--- src/rtl/vga_pkg.sv ---
// vga_pkg
// Shared definitions for the VGA layer mixer slice:
//   - game status encodings (RESTART/START/PLAY/DIE)
//   - snake codes at a pixel (none/head/body/wall)
//   - 3-bit layer code produced by the classifier stage
//   - color_const(): palette entries for any COLOR_W that is a multiple of 3
package vga_pkg;

    typedef enum logic [1:0] {
        ST_RESTART = 2'b00,
        ST_START   = 2'b01,
        ST_PLAY    = 2'b10,
        ST_DIE     = 2'b11
    } status_e;

    typedef enum logic [1:0] {
        SNK_NONE = 2'b00,
        SNK_HEAD = 2'b01,
        SNK_BODY = 2'b10,
        SNK_WALL = 2'b11
    } snake_e;

    // LAYER_BG must stay 0: a reset pipeline then decodes as plain background.
    typedef enum logic [2:0] {
        LAYER_BG      = 3'd0,
        LAYER_WALL    = 3'd1,
        LAYER_BODY    = 3'd2,
        LAYER_HEAD    = 3'd3,
        LAYER_BORDER  = 3'd4,
        LAYER_OVERLAY = 3'd5,
        LAYER_START   = 3'd6
    } layer_e;

    typedef enum logic [2:0] {
        COL_BLACK,
        COL_WHITE,
        COL_RED,
        COL_GREEN,
        COL_BLUE,
        COL_GRAY
    } color_e;

    // Widest colour the palette function can build.
    localparam int MAX_COLOR_W = 48;

    // Palette entry for a colour of color_w bits laid out as {R, G, B}.
    // Gray sets only the MSB of each channel.
    function automatic logic [MAX_COLOR_W-1:0] color_const(color_e col, int color_w);
        int                     ch_w;
        logic [MAX_COLOR_W-1:0] ones;
        logic [MAX_COLOR_W-1:0] msb;
        ch_w = color_w / 3;
        ones = (48'd1 << ch_w) - 48'd1;
        msb  = 48'd1 << (ch_w - 1);
        case (col)
            COL_WHITE: color_const = ones | (ones << ch_w) | (ones << (2 * ch_w));
            COL_RED:   color_const = ones << (2 * ch_w);
            COL_GREEN: color_const = ones << ch_w;
            COL_BLUE:  color_const = ones;
            COL_GRAY:  color_const = msb | (msb << ch_w) | (msb << (2 * ch_w));
            default:   color_const = '0;
        endcase
    endfunction

endpackage

--- src/rtl/vga_layer_mixer_if.sv ---
// vga_layer_mixer_if
// Pixel bundle between the game/score/start-screen generators and the mixer.
//   master: generator side, drives per-pixel layer data, receives the result
//   slave : mixer side
// Signals: status, snake, egg, score_char, st_pixel, de, frame_start,
//          posx, posy (to mixer); data_out, de_out (from mixer).
interface vga_layer_mixer_if #(
    parameter int COLOR_W = 12,
    parameter int POS_W   = 10
);
    logic [1:0]         status;
    logic [1:0]         snake;
    logic               egg;
    logic               score_char;
    logic [COLOR_W-1:0] st_pixel;
    logic               de;
    logic               frame_start;
    logic [POS_W-1:0]   posx;
    logic [POS_W-1:0]   posy;
    logic [COLOR_W-1:0] data_out;
    logic               de_out;

    modport master (
        output status, snake, egg, score_char, st_pixel, de, frame_start, posx, posy,
        input  data_out, de_out
    );

    modport slave (
        input  status, snake, egg, score_char, st_pixel, de, frame_start, posx, posy,
        output data_out, de_out
    );
endinterface

--- src/rtl/vga_blink_ctr.sv ---
// vga_blink_ctr
// Frame counter driving the snake blink on the DIE screen.
//   clk25, rst_n : pixel clock, async active-low reset
//   status       : game status (only DIE lets the counter run)
//   frame_start  : one-cycle pulse on the first pixel of a frame
//   blink_off    : 1 while the snake should be hidden
// Any cycle outside DIE clears the counter and blink_off. A frame_start that
// lands on the first DIE cycle is not counted, so counting starts on the
// next pulse.
module vga_blink_ctr
    import vga_pkg::*;
#(
    parameter int BLINK_FRAMES = 16
) (
    input  logic       clk25,
    input  logic       rst_n,
    input  logic [1:0] status,
    input  logic       frame_start,
    output logic       blink_off
);
    localparam int              CNT_W   = (BLINK_FRAMES > 1) ? $clog2(BLINK_FRAMES) : 1;
    localparam logic [CNT_W-1:0] CNT_MAX = CNT_W'(BLINK_FRAMES - 1);

    logic [CNT_W-1:0] cnt_q, cnt_d;
    logic             blink_off_q, blink_off_d;
    logic             in_die_q, in_die_d;

    always_comb begin
        in_die_d    = (status == ST_DIE);
        cnt_d       = cnt_q;
        blink_off_d = blink_off_q;
        if (!in_die_d) begin
            cnt_d       = '0;
            blink_off_d = 1'b0;
        end else if (frame_start && in_die_q) begin
            if (cnt_q == CNT_MAX) begin
                cnt_d       = '0;
                blink_off_d = ~blink_off_q;
            end else begin
                cnt_d = cnt_q + 1'b1;
            end
        end
    end

    always_ff @(posedge clk25 or negedge rst_n) begin
        if (!rst_n) begin
            cnt_q       <= '0;
            blink_off_q <= 1'b0;
            in_die_q    <= 1'b0;
        end else begin
            cnt_q       <= cnt_d;
            blink_off_q <= blink_off_d;
            in_die_q    <= in_die_d;
        end
    end

    assign blink_off = blink_off_q;
endmodule

--- src/rtl/vga_layer_mixer.sv ---
// vga_layer_mixer
// Two-stage pixel compositor for the snake game's VGA path (clk25 domain).
//   clk25, rst_n : pixel clock, async active-low reset
//   bus (slave)  : per-pixel layer flags in, composited colour + de_out out
// Stage 1 classifies the pixel into a layer code and registers it with
// st_pixel and de; stage 2 maps the layer to a colour, blanks when de=0 and
// registers data_out/de_out. Latency is 2 cycles, one pixel per cycle.
// Optional feature: define VGA_MIXER_BLINK_EN to blink the snake on the DIE
// screen every BLINK_FRAMES frames; without it DIE renders like PLAY.
module vga_layer_mixer
    import vga_pkg::*;
#(
    parameter int COLOR_W      = 12,
    parameter int POS_W        = 10,
    parameter int H_ACTIVE     = 640,
    parameter int V_ACTIVE     = 480,
    parameter int BORDER_W     = 8,
    parameter int BLINK_FRAMES = 16
) (
    input  logic              clk25,
    input  logic              rst_n,
    vga_layer_mixer_if.slave  bus
);
    localparam logic [COLOR_W-1:0] C_BLACK = COLOR_W'(color_const(COL_BLACK, COLOR_W));
    localparam logic [COLOR_W-1:0] C_WHITE = COLOR_W'(color_const(COL_WHITE, COLOR_W));
    localparam logic [COLOR_W-1:0] C_RED   = COLOR_W'(color_const(COL_RED,   COLOR_W));
    localparam logic [COLOR_W-1:0] C_GREEN = COLOR_W'(color_const(COL_GREEN, COLOR_W));
    localparam logic [COLOR_W-1:0] C_BLUE  = COLOR_W'(color_const(COL_BLUE,  COLOR_W));
    localparam logic [COLOR_W-1:0] C_GRAY  = COLOR_W'(color_const(COL_GRAY,  COLOR_W));

    logic border_hit;
    logic blink_off;
    logic hide_snake;

    // ---------------- border detect ----------------
    generate
        if (BORDER_W > 0) begin : g_border
            localparam logic [POS_W-1:0] BW_LO = POS_W'(BORDER_W);
            localparam logic [POS_W-1:0] X_HI  = POS_W'(H_ACTIVE - BORDER_W);
            localparam logic [POS_W-1:0] Y_HI  = POS_W'(V_ACTIVE - BORDER_W);
            assign border_hit = (bus.posx < BW_LO) || (bus.posx >= X_HI) ||
                                (bus.posy < BW_LO) || (bus.posy >= Y_HI);
        end else begin : g_no_border
            logic unused_pos;
            assign unused_pos = ^{bus.posx, bus.posy};
            assign border_hit = 1'b0;
        end
    endgenerate

    // ---------------- blink control ----------------
`ifdef VGA_MIXER_BLINK_EN
    vga_blink_ctr #(
        .BLINK_FRAMES (BLINK_FRAMES)
    ) u_blink_ctr (
        .clk25       (clk25),
        .rst_n       (rst_n),
        .status      (bus.status),
        .frame_start (bus.frame_start),
        .blink_off   (blink_off)
    );
`else
    logic unused_frame_start;
    assign unused_frame_start = bus.frame_start;
    assign blink_off          = 1'b0;
`endif

    // blink_off can still be set on the first cycle after leaving DIE, so the
    // current pixel's status gates it.
    assign hide_snake = blink_off && (bus.status == ST_DIE);

    // ---------------- stage 1: classify ----------------
    layer_e             layer_q, layer_d;
    logic [COLOR_W-1:0] st_pixel_q, st_pixel_d;
    logic               de_q, de_d;

    always_comb begin
        layer_d    = LAYER_BG;
        st_pixel_d = bus.st_pixel;
        de_d       = bus.de;
        if (bus.status == ST_RESTART || bus.status == ST_START) begin
            layer_d = LAYER_START;
        end else if (bus.egg || bus.score_char) begin
            layer_d = LAYER_OVERLAY;
        end else if (border_hit) begin
            layer_d = LAYER_BORDER;
        end else begin
            case (bus.snake)
                SNK_HEAD: layer_d = hide_snake ? LAYER_BG : LAYER_HEAD;
                SNK_BODY: layer_d = hide_snake ? LAYER_BG : LAYER_BODY;
                SNK_WALL: layer_d = LAYER_WALL;
                default:  layer_d = LAYER_BG;
            endcase
        end
    end

    // ---------------- stage 2: colour map + blanking ----------------
    logic [COLOR_W-1:0] data_out_q, data_out_d;
    logic               de_out_q, de_out_d;

    always_comb begin
        data_out_d = '0;
        de_out_d   = de_q;
        if (de_q) begin
            case (layer_q)
                LAYER_OVERLAY: data_out_d = C_BLACK;
                LAYER_BORDER:  data_out_d = C_GRAY;
                LAYER_HEAD:    data_out_d = C_BLUE;
                LAYER_BODY:    data_out_d = C_GREEN;
                LAYER_WALL:    data_out_d = C_RED;
                LAYER_START:   data_out_d = st_pixel_q;
                default:       data_out_d = C_WHITE;
            endcase
        end
    end

    // NOTE: the async reset clears every pipeline register so outputs drop to
    // 0 the moment rst_n falls, not at the next clock edge.
    always_ff @(posedge clk25 or negedge rst_n) begin
        if (!rst_n) begin
            layer_q    <= LAYER_BG;
            st_pixel_q <= '0;
            de_q       <= 1'b0;
            data_out_q <= '0;
            de_out_q   <= 1'b0;
        end else begin
            // NOTE: non-blocking assignments let every stage sample the
            // previous stage's old value, which is what makes this a pipeline.
            layer_q    <= layer_d;
            st_pixel_q <= st_pixel_d;
            de_q       <= de_d;
            data_out_q <= data_out_d;
            de_out_q   <= de_out_d;
        end
    end

    assign bus.data_out = data_out_q;
    assign bus.de_out   = de_out_q;
endmodule
--- src/flat_wrapper.sv ---
// flat-port wrapper written by rule: the top's interface ports become plain ports
module vga_layer_mixer_flat import vga_pkg::*;
#(
    parameter int COLOR_W      = 12,
    parameter int POS_W        = 10,
    parameter int H_ACTIVE     = 640,
    parameter int V_ACTIVE     = 480,
    parameter int BORDER_W     = 8,
    parameter int BLINK_FRAMES = 16
)
  (clk25, rst_n, bus_status, bus_snake, bus_egg, bus_score_char, bus_st_pixel, bus_de, bus_frame_start, bus_posx, bus_posy, bus_data_out, bus_de_out);
  vga_layer_mixer_if #(.COLOR_W(COLOR_W), .POS_W(POS_W)) bus_i ();
  input  logic clk25;
  input  logic rst_n;
  input wire logic [$bits(bus_i.status)-1:0] bus_status;
  input wire logic [$bits(bus_i.snake)-1:0] bus_snake;
  input wire logic [$bits(bus_i.egg)-1:0] bus_egg;
  input wire logic [$bits(bus_i.score_char)-1:0] bus_score_char;
  input wire logic [$bits(bus_i.st_pixel)-1:0] bus_st_pixel;
  input wire logic [$bits(bus_i.de)-1:0] bus_de;
  input wire logic [$bits(bus_i.frame_start)-1:0] bus_frame_start;
  input wire logic [$bits(bus_i.posx)-1:0] bus_posx;
  input wire logic [$bits(bus_i.posy)-1:0] bus_posy;
  output wire logic [$bits(bus_i.data_out)-1:0] bus_data_out;
  output wire logic [$bits(bus_i.de_out)-1:0] bus_de_out;
  assign bus_i.status = bus_status;
  assign bus_i.snake = bus_snake;
  assign bus_i.egg = bus_egg;
  assign bus_i.score_char = bus_score_char;
  assign bus_i.st_pixel = bus_st_pixel;
  assign bus_i.de = bus_de;
  assign bus_i.frame_start = bus_frame_start;
  assign bus_i.posx = bus_posx;
  assign bus_i.posy = bus_posy;
  assign bus_data_out = bus_i.data_out;
  assign bus_de_out = bus_i.de_out;
  vga_layer_mixer #(.COLOR_W(COLOR_W), .POS_W(POS_W), .H_ACTIVE(H_ACTIVE), .V_ACTIVE(V_ACTIVE), .BORDER_W(BORDER_W), .BLINK_FRAMES(BLINK_FRAMES)) u_core (.clk25(clk25), .rst_n(rst_n), .bus(bus_i));
endmodule
--- config.mk ---
export PLATFORM = sky130hd
export DESIGN_NAME = vga_layer_mixer_flat
export DESIGN_NICKNAME = d
export VERILOG_FILES = /design/src/rtl/vga_pkg.sv /design/src/rtl/vga_layer_mixer_if.sv /design/src/rtl/vga_blink_ctr.sv /design/src/rtl/vga_layer_mixer.sv /design/src/flat_wrapper.sv
export SDC_FILE = /design/constraint.sdc
export NUM_CORES = 1
export LEC_CHECK = 0
export ABC_CLOCK_PERIOD_IN_PS = 1050
export BUFFER_PORTS_ARGS = -buffer_cell sky130_fd_sc_hd__buf_2
export CORE_ASPECT_RATIO = 1.5
export CORE_MARGIN = 2
export CORE_UTILIZATION = 40
export CTS_BUF_LIST = sky130_fd_sc_hd__clkbuf_16
export CTS_CLUSTER_DIAMETER = 120
export DETAILED_ROUTE_END_ITERATION = 8
export PLACE_DENSITY = 0.73
export SKIP_CTS_REPAIR_TIMING = 1
export SYNTH_ARGS = -nofsm -noshare
export SYNTH_HDL_FRONTEND = slang
export SYNTH_SLANG_ARGS = --single-unit
--- constraint.sdc ---
create_clock -name clk25 -period 1.05 [get_ports clk25]
set_clock_uncertainty 0.15 [all_clocks]
set_input_delay 0.21 -clock clk25 [delete_from_list [all_inputs] [get_ports clk25]]
set_output_delay 0.21 -clock clk25 [all_outputs]
set_load 0.1 [all_outputs]
==> summary.md, run 1 <==
| Metric | Value |
|---|---|
| Syn-to-layout area delta | 92.3% |
| Max Cap Viol | 0 |
| First-pass GRT wire length | 3.71 mm |
| Die X | 46.8 microns |
| Pre-CTS setup slack | -269 ps |
| Hold/Removal Path Class | in -> reg |
| Final Slew Violations | 0 |
| VDD IR max | 1290 uV |
| Fin cells | 209 |
| Final ANT Viol Nets | 0 |
| Pwr dens | 1540 nW/um^2 |
| Number of global-route vias before repair | 963 |
| Area post-placement | 1670 sq um |
| Cells on worst reg2reg path | 4 |
| Via density | 4.80 |
| Switching Fraction | 0.277 |
| Via count | 1003 |
| GRT Residual Overflow | 0 |
| End of the worst hold path | u_core.layer_q[1] |
| Fin. Hold Viols | 0 |
| WL per Instance | 13.8 microns |
| Post-synthesis sequential area ratio | 0.661 |
| CP max-delay cell | dfrtp_1 |
| Period utilization | 1.18 |
| Pre-antenna DRT Iters | 3 |
| R2r setup slk | -190 ps |
| Count of cell types in the netlist | 20 |
| Worst-Skew Late Latency | 270 ps |
| Placed instance count | 186 |
| Avg Cell Area, Syn | 11.3 sq um |
| Worst Tran Pin Value | 249 ps |
| Leak Pwr | 0.943 nW |
| Arr. time, crit path | 1280 ps |
| Sequential power share | 0.383 |
| P_sw | 0.000904 W |
| Hold path startpoint | bus_status[1] |
| Crit Path Category | reg -> reg |
| Crit Path Max Fanout | 4 |
| Total track usage | 0.175 |
| Initial Util | 0.415 |
| Clock sinks | 29 |
| Max_slew headroom | 0.833 |
| Core Area | 2650 sq um |
| Io pins | 55 |
| Reg2reg start | u_core.layer_q[2] |
| CTS tree | yes |
| CP startpoint kind | register |
| Clock transition at path regs | 40 ps |
| Req. time, crit path | 1090 ps |
| Critical R2R Capture | u_core.bus.data_out[1] |
| Status | finished, violations left |
| Hold Crit Depth | 2 |
| Yosys warnings | 0 |
| GPL Wtd Cong | 0.693 |
| Highest Clock Rate | 0.806 GHz |
| Largest net degree at the start of global routing | 30 |
| Fin area | 2110 sq um |
| Layout Utilization | 0.798 |
| Dpl hpwl | 1.75 mm |
| Failing checks | setup timing |
| Synthesized area | 1100 sq um |
| Fin worst setup slack | -190 ps |
| 1st-iter DRT viols | 13 |
| Internal power | 0.00236 W |
| Die area | 3190 sq um |
| CP max stage delay | 400 ps |
| Final min period | 1240 ps |
| Clk buf depth | 2 |
| Critical path endpoint category | register |
| Antenna violations before repair | 0 |
| Synth Net Count | 142 |
| Htree depth | 2 |
| #FFs+latches synth | 29 |
| Clock power frac | 0.381 |
| CP cell instances | or2_4 -> nor2_4 -> a21oi_1 -> nor2_1 |
| # nets final | 217 |
| Die height | 68.2 microns |
| Final setup violation count | 25 |
| Drt total wl | 2.88 mm |
| # diodes | 0 |
| Mapped Cells | 97 |
| RSZ-0062 raised after global routing | true |
| Root buffer cell | clkbuf_16 |
| Row cnt | 23 |
| Share of layout cells above drive strength 1 | 0.599 |
| Logic pwr share | 0.236 |
| Total CTS buffers | 5 |
| Remaining DRCs | 0 |
| I/O Buffers | 46 |
layout by cell type (no fill, tap or decap), types with 3 or more instances in the layout:
cell and instances:
a21oi_1 3, a21oi_2 8, buf_12 14, buf_2 31, buf_4 3, buf_6 8, clkbuf_16 5, dfrtp_1 15
dfrtp_2 14, dlygate4sd3_1 14, ha_1 3, inv_1 3, nand2_1 11, nor2_1 6, nor3_1 3, o21ai_0 4
o21ai_2 3, o21ai_4 4
worst max-delay path by stage:
| stage | start | end | slack, ps | cells after the start |
|---|---|---|---|---|
| final | u_core.layer_q[2] | u_core.bus.data_out[1] | -190 | 4 |
| after global routing | u_core.layer_q[2] | u_core.bus.data_out[1] | -250 | 4 |
| after CTS | u_core.bus.data_out[8] | bus_data_out[8] | -170 | 1 |
| after detailed placement | bus_posx[3] | u_core.layer_q[2] | -270 | 5 |
| after global placement | bus_posx[3] | u_core.layer_q[2] | -220 | 5 |
| after floorplan | bus_posx[3] | u_core.layer_q[2] | -80 | 4 |
state kept, by name (all words and copies together), names as in the netlist:
register / flops
u_core.de_out_d: 1
u_core.bus.de_out: 1
u_core.layer_q: 3
u_core.st_pixel_q: 12
u_core.bus.data_out: 12
layout make-up:
cell class,instances,area (sq um)
fillers,141,536
clock inverters,2,7.51
flip-flops and latches,29,743
multi-input cells,61,469
inverters,4,17.5
well taps,37,46.3
repair buffers,71,703
clock buffers,5,125
worst max-delay path: cells and delay by family, from the launching register on:
kind            cells  cell delay, ps
simple gates        3             540
flops               1             400
compound gates      1              70
through the flow:
| step | hold WS (ps) | total power (W) | setup TNS (ps) |
|---|---|---|---|
| after floorplan | -236 | 0.00159 | -214 |
| after global placement | 12.0 | 0.00187 | -939 |
| after detailed placement | 28.1 | 0.00189 | -1410 |
| after CTS | -237 | 0.00315 | -3110 |
| after global routing | 16.5 | 0.00339 | -3540 |
| final | 10.9 | 0.00326 | -2850 |
layer usage:
metal / global-route usage / vias up / wire [microns]
met2: 0.324 / 41 / 1720
met3: 0.0290 / 8 / 123
met1: 0.135 / 469 / 940
li1: - / 485 / -
met5: 0 / - / 0
met4: 0.177 / 0 / 104
Yosys cell counts:
master / number / area, sq um
dfrtp_1: 29 / 726
nand2_1: 12 / 45.0
o21ai_0: 12 / 60.1
a21oi_1: 11 / 55.1
nor2_1: 8 / 30.0
inv_1: 4 / 15.0
nor3_1: 4 / 20.0
buf_2: 3 / 15.0
ha_1: 3 / 37.5
a211oi_1: 1 / 7.51
a221oi_1: 1 / 8.76
a31oi_1: 1 / 6.26
and2_1: 1 / 6.26
and4_4: 1 / 11.3
nand4_1: 1 / 6.26
nand4b_1: 1 / 8.76
nor4_1: 1 / 6.26
o31ai_4: 1 / 21.3
or2_1: 1 / 6.26
or2_2: 1 / 6.26
power by group through the flow:
stage                     Combinational [W]  Sequential, W  Clock (W)
after detailed placement           0.000642        0.00125          0
after global routing               0.000810        0.00126    0.00132
after global placement             0.000626        0.00125          0
after floorplan                    0.000106        0.00148          0
final                              0.000768        0.00125    0.00124
after CTS                          0.000644        0.00124    0.00127
cells by family (layout without fill, tap and decap cells):
group	after synthesis	in the layout	synth area share
AO/OA/AOI/OAI	27	27	0.145
adder cells (fa/ha/maj)	3	3	0.0342
flip-flops	29	29	0.661
AND/OR/NAND/NOR	31	31	0.133
buffers and inverters	7	82	0.0273
No activity file was read; power rests on OpenSTA's default activity.
==> run 2: changes to the inputs <==
- CORE_ASPECT_RATIO: 1.5 -> 1.1
- GPL_TIMING_DRIVEN: unset -> 0
- SYNTH_HIERARCHICAL: unset -> 1
==> summary.md, run 2 <==
| Metric | Value |
|---|---|
| Status | finished, violations left |
| Failing checks | hold timing, setup timing |
| Layout Utilization | 0.732 (-0.0658) |
| Core Area | 2540 sq um (-3.9%) |
| Fin worst setup slack | -152 ps (+38.6 ps) |
| Crit Path Category | reg -> out |
| Number of synthesized flops with an enable pin | 0 (unchanged) |
| Count of cell types in the netlist | 22 (+10%) |
| Complex-gate fraction of the synthesized area | 0.150 (+0.00569) |
| Avg Cell Area, Syn | 11.3 sq um (unchanged) |
| P_sw | 0.000839 W (-7.2%) |
| Crit-path leading delay family | flip-flops |
| Die area | 3180 sq um (-0.26%) |
| Final Slew Violations | 0 (unchanged) |
| WL per Instance | 12.4 microns (-9.9%) |
| Worst Tran Pin Value | 582 ps (+333 ps) |
| Bufs and invs on worst path | 1 (+1) |
| Final ANT Viol Nets | 0 (unchanged) |
| 1st-iter DRT viols | 12 (-1) |
| Via density | 4.85 (+1.0%) |
| Share of layout cells above drive strength 1 | 0.470 (-0.129) |
| Area post-placement | 1410 sq um (-15%) |
| First-pass GRT wire length | 3.33 mm (-10%) |
| Post-synthesis sequential area ratio | 0.661 (unchanged) |
| Post-synthesis simple-gate area fraction | 0.130 (-0.00342) |
| Internal power | 0.00227 W (-3.6%) |
| Worst-Skew Late Latency | 270 ps (about the same) |
| Req. time, crit path | 690 ps (-400 ps) |
| Arr. time, crit path | 840 ps (-440 ps) |
| # nets final | 210 (-3.2%) |
| Commonest non-fill, non-tap cells in the layout | 31 x buf_2, 15 x dfrtp_1, 14 x dfrtp_2 |
| Total CTS buffers | 5 (unchanged) |
| Number of global-route vias before repair | 835 (-13%) |
| Total track usage | 0.153 (-0.0224) |
| Commonest non-fill, non-tap cell in the layout | buf_2 |
| CP max-delay cell | dfrtp_2 |
| Crit. path cell count | 1 (-3) |
| GRT Residual Overflow | 0 (unchanged) |
| Dpl hpwl | 1.61 mm (-8.0%) |
| Cell taking the most area after synthesis | dfrtp_1 |
| Synthesized area | 1100 sq um (unchanged) |
| Total Power | 0.00311 W (-4.6%) |
| Initial Util | 0.432 (+0.0169) |
| Io pins | 55 (unchanged) |
| Period utilization | 1.14 (-0.0367) |
| Fin area | 1860 sq um (-12%) |
| Count leader, synth | dfrtp_1 |
| Setup TNS | -2800 ps (+54.7 ps) |
| Mapped Cells | 97 (unchanged) |
| Largest family of logic cells by synthesized area | compound AO/OA/AOI/OAI gates |
| Critical R2R Capture | u_core/bus.data_out[10] |
| Max_slew headroom | 0.612 (-0.220) |
| #FFs+latches synth | 29 (unchanged) |
| Clock transition at path regs | 40 ps (about the same) |
| Die height | 59.0 microns (-14%) |
| CP startpoint kind | register |
| Syn-to-layout area delta | 69.5% |
| Highest Clock Rate | 0.832 GHz (+3.2%) |
| VDD IR max | 1280 uV (-0.87%) |
| Clock power frac | 0.399 (+0.018) |
| RSZ-0062 raised after global routing | true |
| Switching Fraction | 0.270 (-0.00741) |
| Final min period | 1200 ps (-38.6 ps) |
| CTS tree | yes |
| Root buffer cell | clkbuf_16 |
| R2r setup slk | -150 ps (+40 ps) |
| Htree depth | 2 (unchanged) |
| Reg2reg start | u_core/layer_q[1] |
| Post-synth top flop | dfrtp_1 |
| Cells on worst reg2reg path | 3 (-1) |
| Mux cell area share after synthesis | 0 (unchanged) |
| Yosys warnings | 6 (+6) |
| Clk buf depth | 2 (unchanged) |
| Critical path endpoint category | output port |
| Synth cell count leaders | 29 x dfrtp_1, 12 x a21oi_1, 12 x nand2_1 |
| Largest net degree at the start of global routing | 30 (unchanged) |
| Clock sinks | 29 (unchanged) |
| Worst Setup SP | u_core/bus.data_out[8] |
| CP cell instances | buf_6 |
| Pwr dens | 1670 nW/um^2 (+8.2%) |
| GPL Wtd Cong | 0.841 (+21%) |
| Area contributors post-synth | dfrtp_1 66%, a21oi_1 5.5%, o21ai_0 5.0% |
| Area share of fa/ha/maj cells after synthesis | 0.0342 (unchanged) |
| Fin Hold WS | -205 ps (-216 ps) |
| Logic pwr share | 0.206 (-0.030) |
| Fin. Hold Viols | 29 (+29) |
| Crit Path Max Fanout | 1 (-3) |
| Row cnt | 19 (-17%) |
| Remaining DRCs | 0 (unchanged) |
| CP max stage delay | 390 ps (about the same) |
| Worst Setup EP | bus_data_out[8] |
| Hold/Removal Path Class | in -> async |
| Antenna violations before repair | 0 (unchanged) |
| Leak Pwr | 0.871 nW (-7.6%) |
| Final setup violation count | 24 (-4.0%) |
| Max Cap Viol | 0 (unchanged) |
| Pre-antenna DRT Iters | 4 (+1) |
| Sequential power share | 0.395 (+0.012) |
| Via count | 955 (-4.8%) |
| Post-synthesis xor/xnor area fraction | 0 (unchanged) |
| Die X | 54.0 microns (+15%) |
| Drt total wl | 2.45 mm (-15%) |
| # diodes | 0 (unchanged) |
| Synth Net Count | 142 (unchanged) |
| Yosys top cell area share | 0.661 (unchanged) |
| Asr flop ratio synth | 1.00 (unchanged) |
| I/O Buffers | 46 (unchanged) |
[run 2: changes by cell type after synthesis, sizes merged]
cell	delta
o211ai	+1
a21o	+1
o21ai	-1
a21oi	+1
a221oi	-1
buf	-2
clkbuf	+2
nor2	-1
[run 2: cell type report]
cell class	instances	area, sq um
flip-flops and latches	29	743
inverters	4	15.0
fillers	182	682
clock buffers	5	125
well taps	31	38.8
multi-input cells	61	378
clock inverters	3	11.3
plain buffers	3	33.8
repair buffers	61	517
[run 2: power groups by stage]
stage / Clock (W) / Combinational [W] / Sequential [W]
global route: 0.00133 / 0.000679 / 0.00123
global placement: 0 / 0.000496 / 0.00123
finish: 0.00124 / 0.000641 / 0.00123
floorplan: 0 / 0.000106 / 0.00148
detailed placement: 0 / 0.000507 / 0.00123
CTS: 0.00127 / 0.000509 / 0.00121
[run 2: worst min-delay path by stage]
stage	start	end	slack (ps)	cells past startpoint
3_3_place_gp	rst_n	u_core/de_out_d	80	1
4_1_cts	rst_n	u_core/bus.data_out[4]	-180	1
6_report	rst_n	u_core/bus.data_out[4]	-200	1
5_1_grt	rst_n	u_core/bus.data_out[4]	-140	1
3_5_place_dp	rst_n	u_core/bus.data_out[4]	100	1
2_1_floorplan	rst_n	u_core/bus.data_out[0]	-240	0
[run 2: kinds of logic after synthesis]
family,count (synthesis)
AND/OR/NAND/NOR,30
flip-flops,29
buffers and inverters,7
AO/OA/AOI/OAI,28
adder cells (fa/ha/maj),3
[run 2: metrics by stage]
step           hold slack [ps]  worst slack (ps)  cells
2_1_floorplan             -236             -81.2     97
3_3_place_gp              83.6              -239    174
3_5_place_dp              97.8              -242    174
4_1_cts                   -182              -339    182
5_1_grt                   -142              -187    197
6_report                  -205              -152    197
[run 2: routing by layer]
layer | GRT usage | share of wire
met5 | 0 | 0
met4 | 0.110 | 0.026
met3 | 0.0406 | 0.066
met2 | 0.265 | 0.58
met1 | 0.152 | 0.32
